==> src/rtl/aes_sh_ct_out_buffer.sv <==
// aes_sh_ct_out_buffer
// Purpose: buffers masked AES-128 ciphertext sharings from the round core in a
// small FIFO of whole blocks. Each block is streamed out as four 32-bit masked
// words (ciphertext bits 127:96 first) over a valid/ready handshake. Entries
// are zeroed share-wise once they are drained.
// Ports:
//   clk, rst          clock, asynchronous active-high reset
//   cipher_valid      one-cycle capture strobe from the AES core
//   sh_ciphertext     128*d masked ciphertext, shares of bit i at [i*d +: d]
//   space_avail       at least one free entry (gates the core's valid_in)
//   out_valid/ready   output word handshake
//   out_sh_word       32*d masked word, zero while out_valid is low
//   out_last          fourth word of a block
//   fill_level        occupied entries (0..DEPTH)
//   overflow          sticky dropped-block flag, cleared by clr_overflow
// Optional: defining AES_SH_CT_UNMASK_OUT_EN adds out_word, the registered
// share recombination of the current word (debug/KAT only).
module aes_sh_ct_out_buffer #(
    parameter int unsigned d     = 2,
    parameter int unsigned DEPTH = 2
) (
    input  logic              clk,
    input  logic              rst,
    input  logic              cipher_valid,
    input  logic [128*d-1:0]  sh_ciphertext,
    output logic              space_avail,
    output logic              out_valid,
    input  logic              out_ready,
    output logic [32*d-1:0]   out_sh_word,
    output logic              out_last,
    output logic [2:0]        fill_level,
    output logic              overflow,
    input  logic              clr_overflow
`ifdef AES_SH_CT_UNMASK_OUT_EN
    ,
    output logic [31:0]       out_word
`endif
);

    localparam int unsigned PTR_W = (DEPTH > 1) ? $clog2(DEPTH) : 1;
    localparam int unsigned BLK_W = 128 * d;
    localparam int unsigned WRD_W = 32 * d;

    logic [BLK_W-1:0] r_mem [DEPTH];
    logic [PTR_W-1:0] r_wr;
    logic [PTR_W-1:0] r_rd;
    logic [1:0]       r_beat;
    logic [2:0]       r_fill;
    logic             r_ovf;
    logic             r_out_valid;
    logic             r_out_last;
    logic             r_space;
    logic [WRD_W-1:0] r_word;

    logic [BLK_W-1:0] w_mem_nxt [DEPTH];
    logic [BLK_W-1:0] w_entry;
    logic [PTR_W-1:0] w_wr_nxt;
    logic [PTR_W-1:0] w_rd_nxt;
    logic [1:0]       w_beat_nxt;
    logic [2:0]       w_fill_nxt;
    logic             w_ovf_nxt;
    logic [WRD_W-1:0] w_word_nxt;
    logic             w_xfer;
    logic             w_pop;
    logic             w_full;
    logic             w_push;

    function automatic logic [PTR_W-1:0] ptr_inc(input logic [PTR_W-1:0] p);
        return (p == PTR_W'(DEPTH - 1)) ? '0 : p + PTR_W'(1);
    endfunction

    // Next-state: handshake, zero-on-pop, capture (capture overrides zeroing
    // when both hit the same entry), occupancy and overflow.
    always_comb begin
        w_mem_nxt  = r_mem;
        w_wr_nxt   = r_wr;
        w_rd_nxt   = r_rd;
        w_beat_nxt = r_beat;
        w_fill_nxt = r_fill;
        w_ovf_nxt  = r_ovf;
        w_word_nxt = '0;

        w_xfer = (r_fill != 3'd0) && out_ready;
        w_pop  = w_xfer && (r_beat == 2'd3);
        w_full = (r_fill == 3'(DEPTH));
        w_push = cipher_valid && (!w_full || w_pop);

        if (w_xfer) begin
            w_beat_nxt = r_beat + 2'd1;
        end
        if (w_pop) begin
            w_mem_nxt[r_rd] = '0;
            w_rd_nxt        = ptr_inc(r_rd);
        end
        if (w_push) begin
            w_mem_nxt[r_wr] = sh_ciphertext;
            w_wr_nxt        = ptr_inc(r_wr);
        end

        case ({w_push, w_pop})
            2'b10:   w_fill_nxt = r_fill + 3'd1;
            2'b01:   w_fill_nxt = r_fill - 3'd1;
            default: w_fill_nxt = r_fill;
        endcase

        // Set has priority over clear.
        if (clr_overflow) begin
            w_ovf_nxt = 1'b0;
        end
        if (cipher_valid && !w_push) begin
            w_ovf_nxt = 1'b1;
        end

        // Word that becomes current after this edge.
        w_entry = w_mem_nxt[w_rd_nxt];
        if (w_fill_nxt != 3'd0) begin
            case (w_beat_nxt)
                2'd0:    w_word_nxt = w_entry[96*d +: WRD_W];
                2'd1:    w_word_nxt = w_entry[64*d +: WRD_W];
                2'd2:    w_word_nxt = w_entry[32*d +: WRD_W];
                default: w_word_nxt = w_entry[0    +: WRD_W];
            endcase
        end
    end

    // State and registered outputs.
    always_ff @(posedge clk or posedge rst) begin
        if (rst) begin
            for (int i = 0; i < int'(DEPTH); i++) begin
                r_mem[i] <= '0;
            end
            r_wr        <= '0;
            r_rd        <= '0;
            r_beat      <= 2'd0;
            r_fill      <= 3'd0;
            r_ovf       <= 1'b0;
            r_out_valid <= 1'b0;
            r_out_last  <= 1'b0;
            r_space     <= 1'b1;
            r_word      <= '0;
        end else begin
            r_mem       <= w_mem_nxt;
            r_wr        <= w_wr_nxt;
            r_rd        <= w_rd_nxt;
            r_beat      <= w_beat_nxt;
            r_fill      <= w_fill_nxt;
            r_ovf       <= w_ovf_nxt;
            r_out_valid <= (w_fill_nxt != 3'd0);
            r_out_last  <= (w_fill_nxt != 3'd0) && (w_beat_nxt == 2'd3);
            r_space     <= (w_fill_nxt < 3'(DEPTH));
            r_word      <= w_word_nxt;
        end
    end

    assign space_avail = r_space;
    assign out_valid   = r_out_valid;
    assign out_last    = r_out_last;
    assign out_sh_word = r_word;
    assign fill_level  = r_fill;
    assign overflow    = r_ovf;

`ifdef AES_SH_CT_UNMASK_OUT_EN
    logic [31:0] w_unmask_nxt;
    logic [31:0] r_unmask;

    // Share recombination of the upcoming word; zero word gives zero.
    always_comb begin
        w_unmask_nxt = '0;
        for (int i = 0; i < 32; i++) begin
            w_unmask_nxt[i] = ^w_word_nxt[i*d +: d];
        end
    end

    always_ff @(posedge clk or posedge rst) begin
        if (rst) begin
            r_unmask <= '0;
        end else begin
            r_unmask <= w_unmask_nxt;
        end
    end

    assign out_word = r_unmask;
`endif

endmodule

==> config.mk <==
export PLATFORM = sky130hd
export DESIGN_NAME = aes_sh_ct_out_buffer
export DESIGN_NICKNAME = d
export VERILOG_FILES = /design/src/rtl/aes_sh_ct_out_buffer.sv
export SDC_FILE = /design/constraint.sdc
export NUM_CORES = 2
export LEC_CHECK = 0
export ABC_AREA = 1
export BUFFER_PORTS_ARGS = -buffer_cell sky130_fd_sc_hd__buf_2
export CORE_UTILIZATION = 35
export DETAILED_ROUTE_END_ITERATION = 10
export SLEW_MARGIN = 15
export SYNTH_ARGS = -nofsm -noshare
export SYNTH_HDL_FRONTEND = slang
export SYNTH_SLANG_ARGS = --single-unit
==> constraint.sdc <==
create_clock -name clk -period 54.5 [get_ports clk]
set_clock_uncertainty 0.05 [all_clocks]
set_input_delay 8.175 -clock clk [delete_from_list [all_inputs] [get_ports clk]]
set_output_delay 8.175 -clock clk [all_outputs]
set_load 0.1 [all_outputs]
# After elaboration in Yosys (flattened, before gate mapping)
# Cells that the tools add are included.
[totals]
regBits = 587
out_inout_bits = 71
input_bits = 261
wordCells = 67
[classes]
bitwise = 5
n_eq_ne = 7
addsub = 5
n_lt_le_gt_ge = 6
n_reduce_logical = 14
n_mux = 19
[ops]
columns = ["cell", "n"]
rows = [
  ["$mux 256", 5],
  ["$mux 512", 2],
  ["$and 512x512->512", 1],
  ["$bwmux 512", 1],
  ["$demux 256 s1", 2],
  ["$not 512->512", 1],
  ["$pmux 64 s3", 1],
  ["$mux 64", 1],
  ["$eq 2x2->1 const B", 4],
  ["$logic_and 1x1->1", 7],
  ["$ge 2x2->1 const B", 3],
  ["$not 1->2", 3],
  ["$pmux 3 s2", 1],
  ["$reduce_bool 3->1", 2],
  ["$mux 1", 5],
  ["$eq 2x1->1 const B", 2],
  ["$lt 2x1->1 const B", 2],
  ["$add 3x1->3 const B", 1],
  ["$eq 3x2->1 const B", 1],
  ["$lt 3x2->1 const B", 1],
  ["$sub 3x1->3 const B", 1],
  ["$add 1x1->1 const B", 2],
  ["$add 2x1->2 const B", 1],
  ["$logic_not 1->1", 2],
  ["other kinds (4)", 4],
]

# Logic depth before layout (Yosys ltp)
[depth]
ltp_word = 15
depth_mapped = 16
depth_no_buf = 14

# Worst setup path after synthesis
# No wires, ideal clock.
[synth_timing]
path_kind = "input to register"
startpoint = "input port out_ready"
endpoint = "register r_word[10], in the netlist out_sh_word[10]"
arrival_ns = 9.777
path_stages = 14
path_slack_ns = 44.602
t_required_ns = 54.379
path_buffers = 2
setup_time_ns = 0.071
path_cell_list = "nand3_1 > inv_1 > nand2_1 > inv_1 > fa_1 > nand4_1 > o21ai_0 > nand2_1 > nand2_1 > nand2_1 > buf_2 > buf_4 > nand2_1 > nor2_1"
[synth_between]
elab_chain_cells = 10
elab_cells_between_ends = 22
cone_classes = "4 x eq/ne; 11 x mux; 1 x bitwise; 6 x reduce/logical"
[synth_lines]
columns = ["item", "line", "source"]
rows = [
  ["from (decl)", "28", "input logic out_ready,"],
  ["$logic_and 1x1->1 (*)", "83", "w_xfer = (r_fill != 3'd0) && out_ready;"],
  ["$logic_and 1x1->1", "84", "w_pop = w_xfer && (r_beat == 2'd3);"],
  ["$mux 512 or $logic_or 1x1->1 (tied branches)", "91, 86", ""],
  ["$bwmux 512 or $logic_and 1x1->1 (tied branches)", "96, 86", ""],
  ["$mux 512", "95", "if (w_push) begin"],
  ["$mux 256 (implied by the code) (3 in series)", "115", "w_entry = w_mem_nxt[w_rd_nxt];"],
  ["$pmux 64 s3", "117", "case (w_beat_nxt)"],
  ["$mux 64 (*)", "116", "if (w_fill_nxt != 3'd0) begin"],
  ["net w_word_nxt[10]", "62", "logic [WRD_W-1:0] w_word_nxt;"],
  ["to (signal assigned)", "151", "r_word <= w_word_nxt;"],
  ["to (decl)", "53", "logic [WRD_W-1:0] r_word;"],
]
# The timed path passes the listed nets; every way through them passes the cells marked *. The select of a mux whose other input is x is not followed.
# A chain may end at the register's enable or synchronous reset.

# Worst setup path after layout
[layout_timing]
startpoint = "input port cipher_valid"
endpoint = "register r_word[38], in the netlist out_sh_word[38]"
[layout_between]
elab_chain_cells = 7
elab_cells_between_ends = 11
cone_classes = "2 x eq/ne; 7 x mux; 2 x reduce/logical"
[layout_lines]
columns = ["item", "line", "source"]
rows = [
  ["from (decl)", "24", "input logic cipher_valid,"],
  ["$logic_and 1x1->1 (*)", "86", "w_push = cipher_valid && (!w_full || w_pop);"],
  ["$mux 512", "95", ""],
  ["$mux 256 (implied by the code) (3 in series)", "115", ""],
  ["$pmux 64 s3", "117", ""],
  ["$mux 64 (*)", "116", ""],
  ["net w_word_nxt[38]", "62", ""],
]
# Marked as above.

==> flow_metrics.env <==
export IMPL_status="finished, final reports clean"
export IMPL_cap_viol_max_count=0
export IMPL_initial_utilization=0.355
export IMPL_yosys_top_cells_area="dfrtp_1, nand2_1, nand3_1"
export IMPL_ctsLongestPathBuffers=3
export IMPL_worst_pin_slew_ps=1120
export IMPL_min_path_cells=4
export IMPL_synth_flop_cell="dfrtp_1"
export IMPL_ys_types=25
export IMPL_maxSlewViolCount=0
export IMPL_grt_setup_unrepaired="false"
export IMPL_final_common_cell="nand2_1"
export IMPL_slew_headroom=0.255
export IMPL_timing_rr_start="r_wr"
export IMPL_route_detailed_wl_per_inst_um=21.3
export IMPL_grt_pass1_vias=28300
export IMPL_hp_class="reg2reg"
export IMPL_clk_pin_slew_worst_paths_ps=60
export IMPL_cp_top_family="simple AND/OR/NAND/NOR gates"
export IMPL_cts_tree="yes"
export IMPL_irDropWorstVdd_v=0.0000562
export IMPL_synth_fp_nets=4844
export IMPL_die_area_sq_mm=0.0927
export IMPL_gp_congestion=0.837
export IMPL_worstPathArrival_ps=12250
export IMPL_setup_tns_ps=0
export IMPL_numPortBuffers=331
export IMPL_path_max_fanout=184
export IMPL_mostFrequentLayoutCells="nand2_1, nand3_1, inv_1"
export IMPL_grt_antenna_before_repair=50
export IMPL_min_from="r_mem[249]"
export IMPL_leakagePower_nw=22.3
export IMPL_insertion_delay_ps=630
export IMPL_drtPass1Iterations=5
export IMPL_yosysTopAreaCell="dfrtp_1"
export IMPL_synth_cell_area_sq_mm=0.0320
export IMPL_grt_max_degree=206
export IMPL_viasPerCell=5.23
export IMPL_placementRows=110
export IMPL_path_cells="buf_8 -> nand3_4 -> buf_12 -> buf_4 -> nand2_1 -> nand3_1 -> nand3_1 -> nand2_1 -> nor2_1 -> nor2_1"
export IMPL_cts_made_buffers=72
export IMPL_routed_wirelength_mm=127
export IMPL_cts_sinks=587
export IMPL_finalSetupViolCount=0
export IMPL_p_clk_frac=0.187
export IMPL_drive_above_1_share=0.115
export IMPL_whs_ps=495
export IMPL_dp_hpwl_mm=80.1
export IMPL_min_period_ps=11810
export IMPL_crit_buf_inv=3
export IMPL_grt_remaining_overflow=0
export IMPL_syn_avg_cell_area_sq_um=6.99
export IMPL_ff2ff_setup_slack_ps=50050
export IMPL_num_vias=31000
export IMPL_nNetsFinal=4942
export IMPL_dieWidth_um=304
export IMPL_reg2reg_to="out_sh_word[38]"
export IMPL_r2r_cells=10
export IMPL_post_route_period_util=0.217
export IMPL_p_seq_frac=0.265
export IMPL_cp_start_kind="input pin"
export IMPL_grt_use_total=0.269
export IMPL_cpMaxStageDelayCell="nand3_4"
export IMPL_power_frac_comb=0.548
export IMPL_synth_edf_count=0
export IMPL_async_reset_ff_frac=1.00
export IMPL_h_tree_depth=3
export IMPL_drtIter0Drc=3421
export IMPL_fmax_ghz=0.0846
export IMPL_cp_required_ps=54940
export IMPL_min_to="r_mem[249]"
export IMPL_cts_hold_fix_buffers=0
export IMPL_cts_root_buf="clkbuf_16"
export IMPL_ys_warn_count=0
export IMPL_switchingPower_mw=1.37
export IMPL_seq_area_frac_synth=0.459
export IMPL_die_h_um=304
export IMPL_worstSetupPathType="in2reg"
export IMPL_core_area_sq_mm=0.0903
export IMPL_drcViolationCount=0
export IMPL_end_kind="flip-flop"
export IMPL_ioPinCount=332
export IMPL_netlist_instances=4581
export IMPL_switching_share=0.510
export IMPL_cts_setup_buffers=0
export IMPL_intPower_mw=1.32
export IMPL_fin_total_pwr_mw=2.69
export IMPL_max_stage_delay_ps=900
export IMPL_synth_top_area_share=0.458
export IMPL_ant_nets=0
export IMPL_powerDensity_mw_per_mm2=73.3
export IMPL_grt_pass1_wl_mm=188
export IMPL_cts_resized=0
export IMPL_hold_viol=0
export IMPL_syn2layout_area_growth_pct=14.5
export IMPL_synth_seq_cells=587
==> per-layer routing <==
metal | wire length, um | vias up | track usage
met4 | 4380 | 12 | 0.112
met1 | 55600 | 14700 | 0.387
li1 | - | 14700 | -
met3 | 10400 | 198 | 0.0451
met5 | 73 | - | 0
met2 | 56100 | 1381 | 0.398
==> worst max-delay path by stage <==
stage                            start               to  slack (ps)  depth (start not counted)
after global routing      cipher_valid  out_sh_word[38]       42580                         10
after global placement    cipher_valid  out_sh_word[38]       42270                         10
final                     cipher_valid  out_sh_word[38]       42690                         10
after CTS                 cipher_valid  out_sh_word[38]       42950                         10
after detailed placement  cipher_valid  out_sh_word[38]       42290                         10
after floorplan                    rst    fill_level[0]       29850                          1
==> through the flow <==
stage	cells	area [sq um]	setup slack, ps	utilization
after global placement	5781	34100	42270	0.378
after floorplan	4581	32000	29850	-
after global routing	5924	36600	42580	0.406
after detailed placement	5781	34100	42290	0.378
final	5931	36700	42690	0.406
after CTS	5909	36600	42950	0.405
==> kinds of logic (layout without fill, tap and decap cells) <==
| kind of cell | Yosys count | count (layout) | share of synthesized area |
|---|---|---|---|
| AND/OR/NAND/NOR | 2913 | 2913 | 0.398 |
| buffers and inverters | 944 | 1096 | 0.117 |
| flip-flops | 587 | 587 | 0.459 |
| AO/OA/AOI/OAI | 134 | 134 | 0.0249 |
| adder cells (fa/ha/maj) | 2 | 2 | 0.00102 |
| XOR/XNOR | 1 | 1 | 0.000508 |
| other | 0 | 22 | 0 |
==> flip-flops by register name, summed over array words and instances, names as in the netlist <==
signal / count
r_mem: 512
out_sh_word: 64
fill_level: 3
r_beat: 2
out_last: 1
out_valid: 1
overflow: 1
r_rd: 1
r_wr: 1
space_avail: 1
==> power by group through the flow <==
stage | Sequential [mW] | Combinational (mW) | Clock [mW]
floorplan | 0.866 | 0.887 | 0
global placement | 0.713 | 1.44 | 0
detailed placement | 0.716 | 1.46 | 0
CTS | 0.709 | 1.46 | 0.507
global route | 0.727 | 1.63 | 0.525
finish | 0.711 | 1.47 | 0.503
==> synth_stat cells, types with 4 or more instances <==
library cell	number
inv_1	589
o21ai_2	31
nor2_1	131
o21ai_0	52
nand3_1	645
dfrtp_1	586
buf_2	153
buf_4	5
nand4_1	387
nand2_1	1744
nor2_2	4
o21ai_1	47
inv_2	5
buf_1	20
clkbuf_1	172
==> layout make-up <==
cell class | instances | area (sq um)
inverters | 594 | 2250
repair buffers | 374 | 2060
well taps | 1176 | 1470
multi-input cells | 3050 | 13600
clock buffers | 112 | 2280
fillers | 9519 | 53600
flip-flops and latches | 587 | 14700
clock inverters | 16 | 200
diodes | 22 | 55.1
==> worst min-delay path, stage by stage (launching register included) <==
cell     delay, ps
dfrtp_1        320
nand2_1         50
inv_1           40
nand2_1         60
nand2_1         50
No activity file was read; power rests on OpenSTA's default activity.
